--- config.mk ---
export PLATFORM = sky130hd
export DESIGN_NAME = xu_fctr_mt
export DESIGN_NICKNAME = d
export VERILOG_FILES = /design/src/rtl/xu_fctr_mt_pkg.sv /design/src/rtl/xu_fctr_chan.sv /design/src/rtl/xu_fctr_mt.sv
export SDC_FILE = /design/constraint.sdc
export NUM_CORES = 1
export LEC_CHECK = 0
export BUFFER_PORTS_ARGS = -buffer_cell sky130_fd_sc_hd__buf_2
export CORE_MARGIN = 1
export CORE_UTILIZATION = 35
export CTS_BUF_LIST = sky130_fd_sc_hd__clkbuf_4 sky130_fd_sc_hd__clkbuf_8
export DETAILED_ROUTE_END_ITERATION = 16
export GPL_ROUTABILITY_DRIVEN = 0
export GPL_TIMING_DRIVEN = 0
export PLACE_DENSITY_LB_ADDON = 0.1
export SYNTH_ARGS = -nofsm -noshare
export SYNTH_HDL_FRONTEND = slang
export SYNTH_SLANG_ARGS = --single-unit
--- constraint.sdc ---
create_clock -name nclk -period 1.4 [get_ports nclk]
set_input_delay 0.21 -clock nclk [delete_from_list [all_inputs] [get_ports nclk]]
set_output_delay 0.21 -clock nclk [all_outputs]
set_load 0.01 [all_outputs]
--- src/rtl/xu_fctr_mt_pkg.sv ---
// Shared constants for the XU multi-thread flush/stall delay counter.
// The thread-count default lives here so integrations size every XU counter the same way.
package xu_fctr_mt_pkg;
   localparam int XU_THREADS     = 2;
   localparam int XU_DELAY_WIDTH = 4;
endpackage

--- src/rtl/xu_fctr_chan.sv ---
// One counter channel: holds the stretch counter and expiry flag for a single thread.
// It resolves cancel/set/hold/decrement priority and produces the stretched request.
module xu_fctr_chan #(
   parameter int DELAY_WIDTH = 4,
   parameter bit PASSTHRU    = 1'b1,
   parameter bit RETRIGGER   = 1'b1
) (
   input  logic                   nclk,
   input  logic                   sreset,
   input  logic                   din,
   input  logic [DELAY_WIDTH-1:0] delay,
   input  logic                   cancel,
   input  logic                   hold,
   output logic                   dout,
   output logic                   done,
   output logic                   active
);
   localparam logic [DELAY_WIDTH-1:0] ONE = DELAY_WIDTH'(1);

   logic [DELAY_WIDTH-1:0] cnt;
   logic [DELAY_WIDTH-1:0] cnt_nxt;
   logic                   done_q;
   logic                   done_nxt;
   logic                   set_ok;

   always_comb begin
      active   = (cnt != '0);
      // Without retrigger a set is only taken by an idle channel.
      set_ok   = din && (RETRIGGER || !active);
      cnt_nxt  = cnt;
      done_nxt = 1'b0;
      if (cancel) begin
         cnt_nxt = '0;
      end else if (set_ok) begin
         cnt_nxt = delay;
      end else if (hold) begin
         cnt_nxt = cnt;
      end else if (active) begin
         cnt_nxt  = cnt - ONE;
         done_nxt = (cnt == ONE);
      end else begin
         cnt_nxt = '0;
      end
   end

   always_ff @(posedge nclk) begin
      if (sreset) begin
         cnt    <= '0;
         done_q <= 1'b0;
      end else begin
         cnt    <= cnt_nxt;
         done_q <= done_nxt;
      end
   end

   assign dout = active | (PASSTHRU & din & ~cancel);
   assign done = done_q;
endmodule

--- src/rtl/xu_fctr_mt.sv ---
// Multi-thread flush/stall delay counter: one independent stretch channel per thread,
// with a registered-state summary of whether any channel is still counting.
module xu_fctr_mt
   import xu_fctr_mt_pkg::*;
#(
   parameter int THREADS     = XU_THREADS,
   parameter int DELAY_WIDTH = XU_DELAY_WIDTH,
   parameter bit PASSTHRU    = 1'b1,
   parameter bit RETRIGGER   = 1'b1
) (
   input  logic                           nclk,
   input  logic                           sreset,
   input  logic [THREADS-1:0]             din,
   input  logic [THREADS*DELAY_WIDTH-1:0] delay,
   input  logic [THREADS-1:0]             cancel,
   input  logic                           hold,
   output logic [THREADS-1:0]             dout,
   output logic [THREADS-1:0]             done,
   output logic                           any_active
);
   logic [THREADS-1:0] active;

   for (genvar t = 0; t < THREADS; t++) begin : g_chan
      xu_fctr_chan #(
         .DELAY_WIDTH (DELAY_WIDTH),
         .PASSTHRU    (PASSTHRU),
         .RETRIGGER   (RETRIGGER)
      ) u_chan (
         .nclk   (nclk),
         .sreset (sreset),
         .din    (din[t]),
         .delay  (delay[t*DELAY_WIDTH +: DELAY_WIDTH]),
         .cancel (cancel[t]),
         .hold   (hold),
         .dout   (dout[t]),
         .done   (done[t]),
         .active (active[t])
      );
   end

   // Built from counter state only, so a passthru request never shows up here.
   assign any_active = |active;
endmodule

==> After elaboration in Yosys (flattened, before gate mapping) <==
Index checks and enable logic that the tools add are counted.
{ "word_totals": {"output_inout_bits": 5, "ramBits": 0, "n_memories": 0, "inputBits": 15, "latchBits": 0, "mem_bits_ro": 0, "register_bits": 10} }
{ "op_classes": {"muxes": 6, "reduce_logical": 7, "bitwise_logic": 8, "n_lt_le_gt_ge": 0, "n_mul": 0, "addsub": 2, "n_shift": 0, "eq_ne": 4, "div_mod_pow": 0} }
{ "op_table": {"columns": ["op", "n"], "rows": [
  ["4-bit two-way mux", 6],
  ["5-bit OR reduction", 2],
  ["4-bit by 1-bit equality test with 1-bit output (second input constant)", 2],
  ["4-bit nonzero test", 2],
  ["4-bit by 1-bit subtractor with 4-bit output (second input constant)", 2],
  ["2-bit OR reduction", 3],
  ["2-bit inequality test (second input constant)", 2],
  ["1-bit inverter", 4],
  ["1-bit AND", 2],
  ["1-bit OR", 2]
]} }

==> Longest topological paths before layout <==
{ "depth": {"ltp_word": 4, "mapped_depth": 4, "depth_no_buf": 3} }

==> Modules after synthesis <==
A second synthesis with hierarchy kept.
{ "unflattened": {"cells_unflattened": 59, "hier_area_um2": 494.2} }
{ "by_module_without_submodules": {"columns": ["module", "n_inst", "area_each_um2", "cells_per_inst", "seq_area_each_um2"], "rows": [
  ["xu_fctr_chan", 2, 244.0, 29, 100.1],
  ["xu_fctr_mt", 1, 6.3, 1, 0.0]
]} }

==> Least setup slack after synthesis <==
No wires, ideal clock.
{ "synth_timing": {"path_type": "reg2out", "start": "register g_chan[1].u_chan.cnt[3]", "end": "output port dout[1]", "setup_slack_ns": 0.156, "stages_incl_launch_ff": 5, "arrival_time_ns": 1.034, "required_ns": 1.190, "path_cell_list": "dfxtp_1 or3_1 nor2_1 o21ai_0 buf_4"} }
{ "synth_via": {"elab_chain_cells": 2} }
{ "synth_rtl": {"columns": ["element", "line", "text"], "rows": [
  ["from (decl)", "xu_fctr_chan.sv:20", "logic [DELAY_WIDTH-1:0] cnt;"],
  ["from (signal assigned)", "xu_fctr_chan.sv:51", "cnt <= cnt_nxt;"],
  ["4-bit nonzero test", "xu_fctr_chan.sv:27", "active = (cnt != '0);"],
  ["1-bit OR", "xu_fctr_chan.sv:56", "assign dout = active | (PASSTHRU & din & ~cancel);"],
  ["to (decl)", "xu_fctr_mt.sv:17", "output logic [THREADS-1:0] dout,"]
]} }
No other way between the ends.

==> Worst setup path after layout <==
{ "layout_timing": {"start": "register g_chan[1].u_chan.cnt[3]", "end": "output port any_active"} }
{ "layout_via": {"elab_chain_cells": 2} }
{ "layout_rtl": {"columns": ["element", "line", "text"], "rows": [
  ["4-bit nonzero test", "xu_fctr_chan.sv:27", null],
  ["2-bit OR reduction", "xu_fctr_mt.sv:42", "assign any_active = |active;"],
  ["to (decl)", "xu_fctr_mt.sv:19", "output logic any_active"]
]} }
No other way between the ends.

==> impl_metrics.ini <==
[status]
outcome = complete, but fails checks
failed_checks = setup timing

[sta]
setup_ws_ns = -0.1334
setup_viol = 2
finalSetupTns_ns = -0.2357
relSlewSlack = 0.7901
finClkSkew_ns = 0.0003139
fin_hold_ws_ns = 0.1916
period_share = 1.095
period_needed_ns = 1.533
slew_viol_final = 0
finalHoldViolations = 0
grt_setup_unrepaired = true
tightest_slew_ns = 0.3137
fmaxAchievable_ghz = 0.6521

[layout]
final_cells = 107
drive_gt1_frac = 0.4457
diodes = 0
fin_util = 0.5507
syn2layout_area_growth_pct = 43.52
finalNetCount = 109

[die]
dieArea_um2 = 1619
rows = 13
initial_utilization = 0.3837
die-width_um = 40.24
io_pins = 20
core_area_um2 = 1334
die_h_um = 40.24

[drt]
vias = 567
antenna_left = 0
drcViolationCount = 0
wl_per_cell_um = 11.52
viasPerCell = 5.299
routed_wl_um = 1233
drtIter0Drc = 10
first_pass_iters = 4

[placed_design]
io_buffers = 19
place_hpwl_um = 857.6
dp.cells = 101

[clocking]
clk_pin_slew_worst_paths_ns = 0.06
cts_buffer_depth = 2
htree_num_levels = 1
cts_buffers = 3
cts.sinks = 10
cts_root_buffer = clkbuf_4
cts_tree = built
clock_latency_ns = 0.26

[grt]
grt_usage = 0.1797
grt_pass1_wl_um = 1869
grt_overflow_total = 0
grt_pass1_vias = 450
grt_max_degree = 11
antenna_found_initial = 0

[setup_path]
crit_path_start = g_chan[1].u_chan.cnt[3]
crit_required_ns = 1.19
cp-start-kind = flop
path_class = reg2out
r2r-start = g_chan[1].u_chan.cnt[3]
crit_arrival_ns = 1.32
critical_path.max_fanout = 2
end_kind = output pin

[worst_hold_path]
hp-start = delay[7]
min_path_type = in2reg

[power_and_ir_drop]
p_sw_mw = 0.1744
p_per_area_nw_per_um2 = 886.7
p_leak_nw = 0.3207
ir_drop_mv = 0.3713
power.internal_mw = 0.4769
power.total_mw = 0.6513
seqPwrFrac = 0.473
pwr-share-clk = 0.297
pwr-share-comb = 0.229
switching_share = 0.2677

[synth]
yosysWarnings = 0
netlist_instances = 67
synth_cell_types = 21
ys_seq_area_frac = 0.3912
yosys.area.top_type = dfxtp_1
synthTopCellsByArea = dfxtp_1, o21ai_0, buf_4
syn_nets = 82
synth_top_area_frac = 0.3912
syn_area_um2 = 511.7
synth.avg_cell_area_um2 = 7.638
ys_seq_elements = 10

[job]
max-cap-violations = 0
critical path, stage by stage, from the launching register on:
cell and delay [ns]:
dfxtp_2 0.32, or3_4 0.40, nor2_4 0.10, buf_6 0.10
nand2_2 0.04, buf_6 0.11
worst paths after layout:
path,to,slack (ns),cells after the start
worst max-delay path,any_active,-0.13,5
worst min-delay path,g_chan[1].u_chan.cnt[3],0.19,3
worst max register to register,g_chan[1].u_chan.done,0.21,3
worst min register to register,g_chan[1].u_chan.cnt[2],0.53,2
metal layers:
layer / vias up / track usage / part of all wire
met3: 4 / 0.03333 / 0.052
met1: 247 / 0.2331 / 0.53
met2: 21 / 0.2661 / 0.40
met4: 0 / 0.1250 / 0.022
met5: - / 0 / 0
li1: 295 / - / -
state kept, by name, indices dropped and copies added, names as in the netlist:
name,cells
g_chan.u_chan.done,2
g_chan.u_chan.cnt,8
layout by cell type (no fill, tap or decap):
| cell | synthesis | layout |
|---|---|---|
| a21oi_1 | 5 | 5 |
| a31oi_1 | 3 | 3 |
| and2_1 | 1 | 1 |
| and2b_1 | 1 | 1 |
| and4_2 | 1 | 1 |
| buf_2 | 1 | 17 |
| buf_4 | 4 | 6 |
| buf_6 | 0 | 4 |
| clkbuf_4 | 0 | 3 |
| dfxtp_1 | 10 | 5 |
| dfxtp_2 | 0 | 3 |
| dfxtp_4 | 0 | 2 |
| inv_1 | 2 | 2 |
| mux2i_1 | 1 | 1 |
| nand2_1 | 5 | 4 |
| nand2_2 | 0 | 1 |
| nand2b_1 | 1 | 1 |
| nand3_1 | 2 | 2 |
| nor2_1 | 6 | 5 |
| nor2_4 | 0 | 1 |
| nor3_1 | 3 | 3 |
| nor4_1 | 3 | 2 |
| nor4_4 | 0 | 1 |
| o21ai_0 | 13 | 11 |
| o21ai_1 | 0 | 2 |
| o41ai_1 | 1 | 1 |
| or2_2 | 1 | 1 |
| or3_1 | 2 | 1 |
| or3_4 | 0 | 1 |
| or4_1 | 1 | 1 |
cell type report:
| class | instances | area [um2] |
|---|---|---|
| multi-input cells | 50 | 299.0 |
| clock buffers | 3 | 22.52 |
| inverters | 2 | 7.507 |
| flip-flops and latches | 10 | 211.5 |
| repair buffers | 24 | 155.1 |
| well taps | 15 | 18.77 |
| fillers | 132 | 599.3 |
| plain buffers | 3 | 20.02 |
cell families (layout without fill, tap and decap cells):
| family | Yosys count | after routing | share of synthesized area |
|---|---|---|---|
| simple gates | 27 | 27 | 0.2763 |
| buf+inv | 7 | 32 | 0.08313 |
| compound gates | 22 | 22 | 0.2298 |
| mux | 1 | 1 | 0.01956 |
| flops | 10 | 10 | 0.3912 |
metrics by stage:
stage	setup WS [ns]	area [um2]
6_report	-0.1334	734.5
5_1_grt	-0.1825	734.5
4_1_cts	-0.1684	711.9
3_5_place_dp	-0.03613	625.6
3_3_place_gp	-0.03269	625.6
2_1_floorplan	0.1564	511.7
timing repair:
action	in CTS	in global routing
hold buffers	0	0
buffers inserted	5	0
resized for setup	11	8
endpoints found under the setup margin	3	3
pin swaps	4	3
synthesized netlist by cell type (all sizes together):
master  number
and4         1
nor2         6
a31oi        3
and2         1
nand3        2
o41ai        1
a21oi        5
or4          1
inv          2
nand2        5
nor4         3
or2          1
and2b        1
o21ai       13
buf          5
nand2b       1
dfxtp       10
or3          2
nor3         3
mux2i        1
power by group through the flow:
| stage | Sequential [mW] | Combinational [mW] | Clock (mW) |
|---|---|---|---|
| floorplan | 0.310 | 0.0672 | 0 |
| global placement | 0.313 | 0.109 | 0 |
| detailed placement | 0.313 | 0.110 | 0 |
| CTS | 0.309 | 0.136 | 0.198 |
| global route | 0.310 | 0.164 | 0.214 |
| finish | 0.308 | 0.149 | 0.194 |
(Power assumes the default switching activity.)
